==> src/rtl/axi_lite_regbank.sv <==
`default_nettype none
// ============================================================================
// Module      : axi_lite_regbank
// Description : AXI4-Lite slave register bank with RW, read-only and
//               self-clearing registers. Define AXI_REGBANK_SLVERR_EN to
//               report SLVERR for unmapped/read-only accesses.
// Revision    : 1.0 - initial release
// ============================================================================
module axi_lite_regbank #(
    parameter int                    ADDR_BITS = 32,
    parameter int                    DATA_BITS = 32,
    parameter int                    NUM_REGS  = 16,
    parameter logic [ADDR_BITS-1:0]  BASE_ADDR = '0,
    parameter logic [NUM_REGS-1:0]   RW_MASK   = '1,
    parameter logic [NUM_REGS-1:0]   SC_MASK   = '0
) (
    input  logic                          s_axi_aclk,
    input  logic                          s_axi_aresetn,
    input  logic [ADDR_BITS-1:0]          s_axi_awaddr,
    input  logic                          s_axi_awvalid,
    output logic                          s_axi_awready,
    input  logic [DATA_BITS-1:0]          s_axi_wdata,
    input  logic [DATA_BITS/8-1:0]        s_axi_wstrb,
    input  logic                          s_axi_wvalid,
    output logic                          s_axi_wready,
    output logic [1:0]                    s_axi_bresp,
    output logic                          s_axi_bvalid,
    input  logic                          s_axi_bready,
    input  logic [ADDR_BITS-1:0]          s_axi_araddr,
    input  logic                          s_axi_arvalid,
    output logic                          s_axi_arready,
    output logic [DATA_BITS-1:0]          s_axi_rdata,
    output logic [1:0]                    s_axi_rresp,
    output logic                          s_axi_rvalid,
    input  logic                          s_axi_rready,
    output logic [NUM_REGS*DATA_BITS-1:0] reg_out,
    input  logic [NUM_REGS*DATA_BITS-1:0] reg_in,
    output logic [NUM_REGS-1:0]           wr_pulse,
    output logic [NUM_REGS-1:0]           rd_pulse
);

    localparam int                   c_STRB_BITS = DATA_BITS / 8;
    localparam int                   c_OFF_BITS  = $clog2(c_STRB_BITS);
    localparam logic [ADDR_BITS-1:0] c_NUM_REGS  = ADDR_BITS'(NUM_REGS);

    logic                   r_aw_held, r_w_held, r_bvalid, r_rvalid;
    logic [1:0]             r_bresp, r_rresp;
    logic [ADDR_BITS-1:0]   r_awaddr;
    logic [DATA_BITS-1:0]   r_wdata, r_rdata;
    logic [c_STRB_BITS-1:0] r_wstrb;
    logic [NUM_REGS-1:0]    r_wr_pulse, r_rd_pulse;

    logic                   w_commit, w_wr_map, w_rd_map;
    logic [ADDR_BITS-1:0]   w_wr_idx, w_rd_idx;
    logic [NUM_REGS-1:0]    w_wr_hit, w_rd_hit;
    logic [DATA_BITS-1:0]   w_rd_data;
    logic [1:0]             w_bresp, w_rresp;
    logic [DATA_BITS-1:0]   w_cur [NUM_REGS];

    // Commit exactly once per held address/data pair; bvalid blocks re-commit.
    assign w_commit = r_aw_held & r_w_held & ~r_bvalid;

    assign w_wr_idx = (r_awaddr - BASE_ADDR) >> c_OFF_BITS;
    assign w_rd_idx = (s_axi_araddr - BASE_ADDR) >> c_OFF_BITS;
    assign w_wr_map = (r_awaddr >= BASE_ADDR) && (w_wr_idx < c_NUM_REGS);
    assign w_rd_map = (s_axi_araddr >= BASE_ADDR) && (w_rd_idx < c_NUM_REGS);

    always_comb begin
        w_wr_hit  = '0;
        w_rd_hit  = '0;
        w_rd_data = '0;
        for (int i = 0; i < NUM_REGS; i++) begin
            w_wr_hit[i] = w_wr_map && (w_wr_idx == ADDR_BITS'(i));
            w_rd_hit[i] = w_rd_map && (w_rd_idx == ADDR_BITS'(i));
            if (w_rd_hit[i])
                w_rd_data = RW_MASK[i] ? w_cur[i] : reg_in[i*DATA_BITS +: DATA_BITS];
        end
    end

`ifdef AXI_REGBANK_SLVERR_EN
    logic w_wr_ro;
    assign w_wr_ro = |(w_wr_hit & ~RW_MASK);
    assign w_bresp = (!w_wr_map || w_wr_ro) ? 2'b10 : 2'b00;
    assign w_rresp = w_rd_map ? 2'b00 : 2'b10;
`else
    assign w_bresp = 2'b00;
    assign w_rresp = 2'b00;
`endif

    always_ff @(posedge s_axi_aclk or negedge s_axi_aresetn) begin
        if (!s_axi_aresetn) begin
            r_aw_held  <= 1'b0;
            r_w_held   <= 1'b0;
            r_bvalid   <= 1'b0;
            r_bresp    <= 2'b00;
            r_awaddr   <= '0;
            r_wdata    <= '0;
            r_wstrb    <= '0;
            r_wr_pulse <= '0;
        end else begin
            r_wr_pulse <= '0;
            if (s_axi_awvalid && !r_aw_held) begin
                r_aw_held <= 1'b1;
                r_awaddr  <= s_axi_awaddr;
            end
            if (s_axi_wvalid && !r_w_held) begin
                r_w_held <= 1'b1;
                r_wdata  <= s_axi_wdata;
                r_wstrb  <= s_axi_wstrb;
            end
            if (w_commit) begin
                r_bvalid   <= 1'b1;
                r_bresp    <= w_bresp;
                r_wr_pulse <= w_wr_hit;
            end else if (r_bvalid && s_axi_bready) begin
                r_bvalid  <= 1'b0;
                r_aw_held <= 1'b0;
                r_w_held  <= 1'b0;
            end
        end
    end

    // Read data is sampled before any same-edge commit lands, giving pre-write values.
    always_ff @(posedge s_axi_aclk or negedge s_axi_aresetn) begin
        if (!s_axi_aresetn) begin
            r_rvalid   <= 1'b0;
            r_rdata    <= '0;
            r_rresp    <= 2'b00;
            r_rd_pulse <= '0;
        end else begin
            r_rd_pulse <= '0;
            if (s_axi_arvalid && !r_rvalid) begin
                r_rvalid   <= 1'b1;
                r_rdata    <= w_rd_data;
                r_rresp    <= w_rresp;
                r_rd_pulse <= w_rd_hit;
            end else if (r_rvalid && s_axi_rready) begin
                r_rvalid <= 1'b0;
            end
        end
    end

    for (genvar i = 0; i < NUM_REGS; i++) begin : g_reg
        if (RW_MASK[i]) begin : g_rw
            logic [DATA_BITS-1:0] r_q, w_nxt;
            always_comb begin
                w_nxt = SC_MASK[i] ? '0 : r_q;
                if (w_commit && w_wr_hit[i]) begin
                    for (int b = 0; b < c_STRB_BITS; b++)
                        if (r_wstrb[b]) w_nxt[b*8 +: 8] = r_wdata[b*8 +: 8];
                end
            end
            always_ff @(posedge s_axi_aclk or negedge s_axi_aresetn) begin
                if (!s_axi_aresetn) r_q <= '0;
                else                r_q <= w_nxt;
            end
            assign w_cur[i] = r_q;
        end else begin : g_ro
            assign w_cur[i] = '0;
        end
        assign reg_out[i*DATA_BITS +: DATA_BITS] = w_cur[i];
    end

    assign s_axi_awready = ~r_aw_held;
    assign s_axi_wready  = ~r_w_held;
    assign s_axi_bvalid  = r_bvalid;
    assign s_axi_bresp   = r_bresp;
    assign s_axi_arready = ~r_rvalid;
    assign s_axi_rvalid  = r_rvalid;
    assign s_axi_rdata   = r_rdata;
    assign s_axi_rresp   = r_rresp;
    assign wr_pulse      = r_wr_pulse;
    assign rd_pulse      = r_rd_pulse;

endmodule
`default_nettype wire

==> config.mk <==
export PLATFORM = sky130hd
export DESIGN_NAME = axi_lite_regbank
export DESIGN_NICKNAME = d
export VERILOG_FILES = /design/src/rtl/axi_lite_regbank.sv
export SDC_FILE = /design/constraint.sdc
export NUM_CORES = 1
export LEC_CHECK = 0
export CAP_MARGIN = 20
export CORE_AREA = 3 3 465 467
export DETAILED_ROUTE_END_ITERATION = 8
export DIE_AREA = 0 0 468 470
export PLACE_DENSITY = 0.34
export SLEW_MARGIN = 20
export SYNTH_ARGS = -nofsm -noshare
export SYNTH_HDL_FRONTEND = slang
export SYNTH_SLANG_ARGS = --single-unit
==> constraint.sdc <==
create_clock -name s_axi_aclk -period 5.2 [get_ports s_axi_aclk]
set_input_delay 1.56 -clock s_axi_aclk [delete_from_list [all_inputs] [get_ports s_axi_aclk]]
set_output_delay 1.56 -clock s_axi_aclk [all_outputs]
set_load 0.1 [all_outputs]
# Word level (Yosys, flattened, before mapping)
# Cells that the tools add are included.
# word_totals
register_bits	648
inputBits	619
output_inout_bits	585
elab_cells	268
# classes
n_lt_le_gt_ge	4
eq_ne	30
n_mux	28
bitwise_logic	6
n_reduce_logical	126
# ops
op	n
$mux W32	16
$eq A30 B4 Y1 const B	16
$eq A30 B3 Y1 const B	8
$reduce_and A2 Y1	64
$eq A30 B2 Y1 const B	4
$ge A32 B1 Y1 const B	2
$logic_not A32 Y1	2
$eq A30 B1 Y1 const B	2
$lt A30 B5 Y1 const B	2
$logic_and A1 B1 Y1	55
$mux W16	2
$mux W1	10
$not A1 Y1	4
$reduce_bool A2 Y1	2
$logic_not A1 Y1	3
$and A1 B1 Y1	2

# Longest topological paths before layout
# depth
depth_word	19
depth_mapped	11

# Worst setup path before layout
# Ideal clock, no wire load.
# synth_timing
path_type	input port to flip-flop
start	in s_axi_araddr[29]
end	reg r_rdata[25] (netlist: s_axi_rdata[25])
t_arrival_ns	3.516
t_required_ns	5.075
setup_slack_ns	1.559
stages	9
path_buffers	2
cell_sequence	or4_4 > and3b_2 > nand2_4 > or3_1 > buf_6 > buf_6 > o221a_4 > a31oi_1 > o21ai_1
# synth_between
elab_chain_len	19
# synth_lines
element	line_no	rtl
start: declaration	29	input logic [ADDR_BITS-1:0] s_axi_araddr,
$ge A32 B1 Y1 / $lt A30 B5 Y1 (equally long branches)	66	assign w_rd_map = (s_axi_araddr >= BASE_ADDR) && (w_rd_idx < c_NUM_REGS);
$logic_and A1 B1 Y1	66	
$logic_and A1 B1 Y1	74	w_rd_hit[i] = w_rd_map && (w_rd_idx == ADDR_BITS'(i));
$mux W32 (15 in series)	75	if (w_rd_hit[i])
$mux W32 (*)	75	
end signal: assignment	134	r_rdata <= w_rd_data;
end: declaration	49	logic [DATA_BITS-1:0] r_wdata, r_rdata;
# Mark *: on every way between the ends. The rest lies on a longest branch, timed or not.
# A chain may end at the register's enable or synchronous reset.

# Final worst setup path
# layout_timing
start	in s_axi_araddr[5]
end	reg r_rdata[8] (netlist: s_axi_rdata[8])
# Same word-level chain as after synthesis.

==> flow_summary.yaml <==
global_route:
  maximum_number_of_pins_on_one_net_before_global_route_repair: 99
  initial_antenna_violation_count: 22
  first_pass_grt_wire_length_um: 255000
  gr-usage-all-layers_pct: 17.4
  first_global_vias: 24700
  global_route.overflow_total: 0
finish:
  stdcell_area_sq_mm: 0.0430
  layout_cells_sized_above_1_pct: 31.4
  final_common_cell: "dfrtp_1"
  fillCellCount: 23100
  syn_to_final_growth_pct: 49.1
  layout.cells.most_common_list: "dfrtp_1, clkdlybuf4s50_1, mux2_2"
  layout.nets: 3689
clock_network:
  cts_hold_repair.buffers: 0
  clock_insertion_delay_worst_skew_ns: 0.74
  post-cts-setup-buffers: 0
  cts_root_buffer: "clkbuf_16"
  htree_num_levels: 3
  path_clk_slew_ns: 0.06
  cts_tree: "built"
  post_cts_resized: 0
  tritoncts_num_sinks: 646
  clockBufferDepth: 3
  numCtsBuffers: 87
synthesis:
  synth_edf_count: 0
  multiplexer_share_of_the_synthesized_area_pct: 24.4
  asyncSetResetFlopFracSynth_pct: 100
  syn_inst: 2288
  syn_area_sq_mm: 0.0288
  ys_seq_elements: 646
  synth_xor_xnor_area_share_pct: 0.0304
  synth_compound_area_share_pct: 10.1
  ys_dominant_reg_cell: "dfrtp_1"
  synthesis.yosys.warnings: 0
  avgSynthCellArea_sq_um: 12.6
  synth_top_family_by_area: "multiplexers"
  synth.yosys.seq_area_share_pct: 56.1
  synth.lib_cells_used.distinct: 69
  area_fraction_in_and_or_nand_and_nor_cells_after_synthesis_pct: 6.94
  synth_fa_ha_area_share_pct: 0
power:
  power_leakage_nw: 18.8
  p_per_area_mw_per_mm2: 337
  worst_ir_drop_vdd_v: 0.000271
critical_path:
  timing_worst_setup_path_type: "input pin to register"
  critical_path_arrival_ns: 5.01
  critical_path.max_fanout: 14
  critical_path_required_ns: 5.86
  setup.worst_path.end_class: "register"
  critical_path.startpoint_type: "input pin"
  crit_path_cell_trace: "clkdlybuf4s50_1 -> inv_1 -> buf_4 -> nand2_1 -> o22ai_1 -> a311oi_1 -> o31ai_1 -> a21o_1"
  critPathSlowestCell: "clkdlybuf4s50_1"
  critPathMaxStageDelay_ns: 0.80
flow_run:
  timing.max_cap.violations: 0
placed_design:
  dp_hpwl_um: 152000
  port-buffer-count: 683
  placement.cell_area_sq_mm: 0.0400
  gp_congestion: 0.796
floorplanning:
  fp.dieArea_sq_mm: 0.220
  placementRows: 169
  floorplan.die.width_um: 468
  core_area_sq_mm: 0.212
  initial_core_utilization_pct: 13.6
  pin_count: 1204
  die_height_um: 470
timing:
  worst_clock_skew_ns: 0.0558
  tightestPinTransition_ns: 1.21
  max_freq_ghz: 0.230
  timing.final.crit_period_ns: 4.34
  setup-violations-final: 0
  final.period_utilization_pct: 83.5
  hold_violations: 0
  drv_slew: 0
  grt_setup_unrepaired: "false"
  tns_ns: 0
  slew-limit-headroom_pct: 18.9
detailed_routing:
  routed-via-count: 23700
  route.detailed.drc: 0
  firstDrtPassIters: 7
  drtIter0Drc: 1781
  drt-total-wl_um: 196000
  postRouteAntennaNets: 0
  post_drt_via_cell_ratio: 3.96
  post_dr_wirelength_cell_um: 32.8
outcome:
  status: "complete, no violations"
min_path:
  min-delay-path-class: "register to register"
[final timing paths]
kind                            cells past startpoint                           endpoint                   startpoint  slack, ns
worst min-delay path                                2        s_axi_rdata[10]$_DFFE_PN0P_  s_axi_rdata[10]$_DFFE_PN0P_       0.50
min in group asynchronous                           1             r_wdata[1]$_DFFE_PN0P_                s_axi_aresetn       0.80
worst max-delay path                                8         s_axi_rdata[8]$_DFFE_PN0P_              s_axi_araddr[5]       0.86
worst max register to register                      6  g_reg[1].g_rw.r_q[31]$_DFFE_PN0P_     r_awaddr[25]$_DFFE_PN0P_       1.61
worst min register to register                      2        s_axi_rdata[10]$_DFFE_PN0P_  s_axi_rdata[10]$_DFFE_PN0P_       0.50
max in group asynchronous                           2  g_reg[3].g_rw.r_q[27]$_DFFE_PN0P_                s_axi_aresetn       3.26
[critical path, delay by kind of cell]
kind,cells,cell delay (ns)
buffers and inverters,3,1.46
AO/OA/AOI/OAI,4,1.40
AND/OR/NAND/NOR,1,0.54
[sequential cells by signal, summed over array words and instances (netlist names)]
name and count:
g.g_rw.r_q 512, r_wdata 32, s_axi_rdata 32, r_awaddr 30, rd_pulse 16, wr_pulse 16
r_wstrb 4, r_aw_held 1, r_w_held 1, s_axi_bvalid 1, s_axi_rvalid 1
[metal layers]
metal | GRT usage [%] | wire length (um) | part of all wire, %
met3 | 7.03 | 18600 | 9.5
met2 | 26.8 | 86100 | 44
met5 | 0 | 0 | 0
met1 | 22.6 | 86400 | 44
met4 | 3.99 | 4800 | 2.5
[synth_stat cells (8+ instances only)]
| cell | count | area (sq um) |
|---|---|---|
| a221o_1 | 14 | 140 |
| a21oi_1 | 61 | 305 |
| a222oi_1 | 15 | 150 |
| nand2b_1 | 8 | 50.1 |
| buf_2 | 32 | 160 |
| mux2i_1 | 32 | 320 |
| o2111ai_1 | 10 | 87.6 |
| and3_1 | 11 | 68.8 |
| o21a_1 | 8 | 60.1 |
| dfrtp_1 | 646 | 16200 |
| inv_1 | 12 | 45.0 |
| clkbuf_1 | 98 | 368 |
| o22ai_1 | 38 | 238 |
| buf_1 | 11 | 41.3 |
| a21o_1 | 27 | 203 |
| nand3_1 | 19 | 95.1 |
| nor3_1 | 14 | 70.1 |
| mux2_2 | 582 | 6550 |
| a221oi_1 | 31 | 272 |
| o21ai_1 | 19 | 95.1 |
| a22oi_1 | 22 | 165 |
| nor4_1 | 20 | 125 |
| o211ai_1 | 27 | 203 |
| a32oi_1 | 9 | 78.8 |
| or3_1 | 14 | 87.6 |
| nor2b_1 | 17 | 106 |
| o221ai_1 | 9 | 78.8 |
| nand2_1 | 155 | 582 |
| o21ai_0 | 97 | 485 |
| nor2_1 | 139 | 522 |
[cells by family after synthesis]
logic type      after synthesis
flops                       646
xor+xnor                      1
compound gates              427
mux                         621
buf+inv                     163
simple gates                429
other cells                   1
[stage by stage]
step                total power, mW  std cells  util, %  hold WS (ns)  setup slack [ns]
floorplan                      7.02       2291        -         0.481              1.56
global route                   15.1       5963     20.3         0.524             0.797
detailed placement             8.23       5801     18.8         0.489             0.128
global placement               8.22       5800     18.8         0.490             0.105
finish                         14.5       5969     20.3         0.501             0.858
CTS                            14.8       5961     20.3         0.501             0.928
[layout make-up]
cell class / count / area (sq um) / share of cell area (%)
clock inverter: 30 / 394 / 0.917
tap: 2821 / 3530 / 8.22
multi-input combinational: 1482 / 12100 / 28.3
antenna: 7 / 17.5 / 0.0408
timing repair buffer: 841 / 8070 / 18.8
inverter: 12 / 45.0 / 0.105
clock buffer: 130 / 2600 / 6.05
sequential: 646 / 16200 / 37.6
[report_power, final]
| group | internal [mW] | switching (mW) |
|---|---|---|
| combinational | 0.600 | 1.06 |
| sequential | 5.33 | 1.09 |
| clock | 3.73 | 2.66 |
Note: power is estimated with default switching activity, not from simulation.
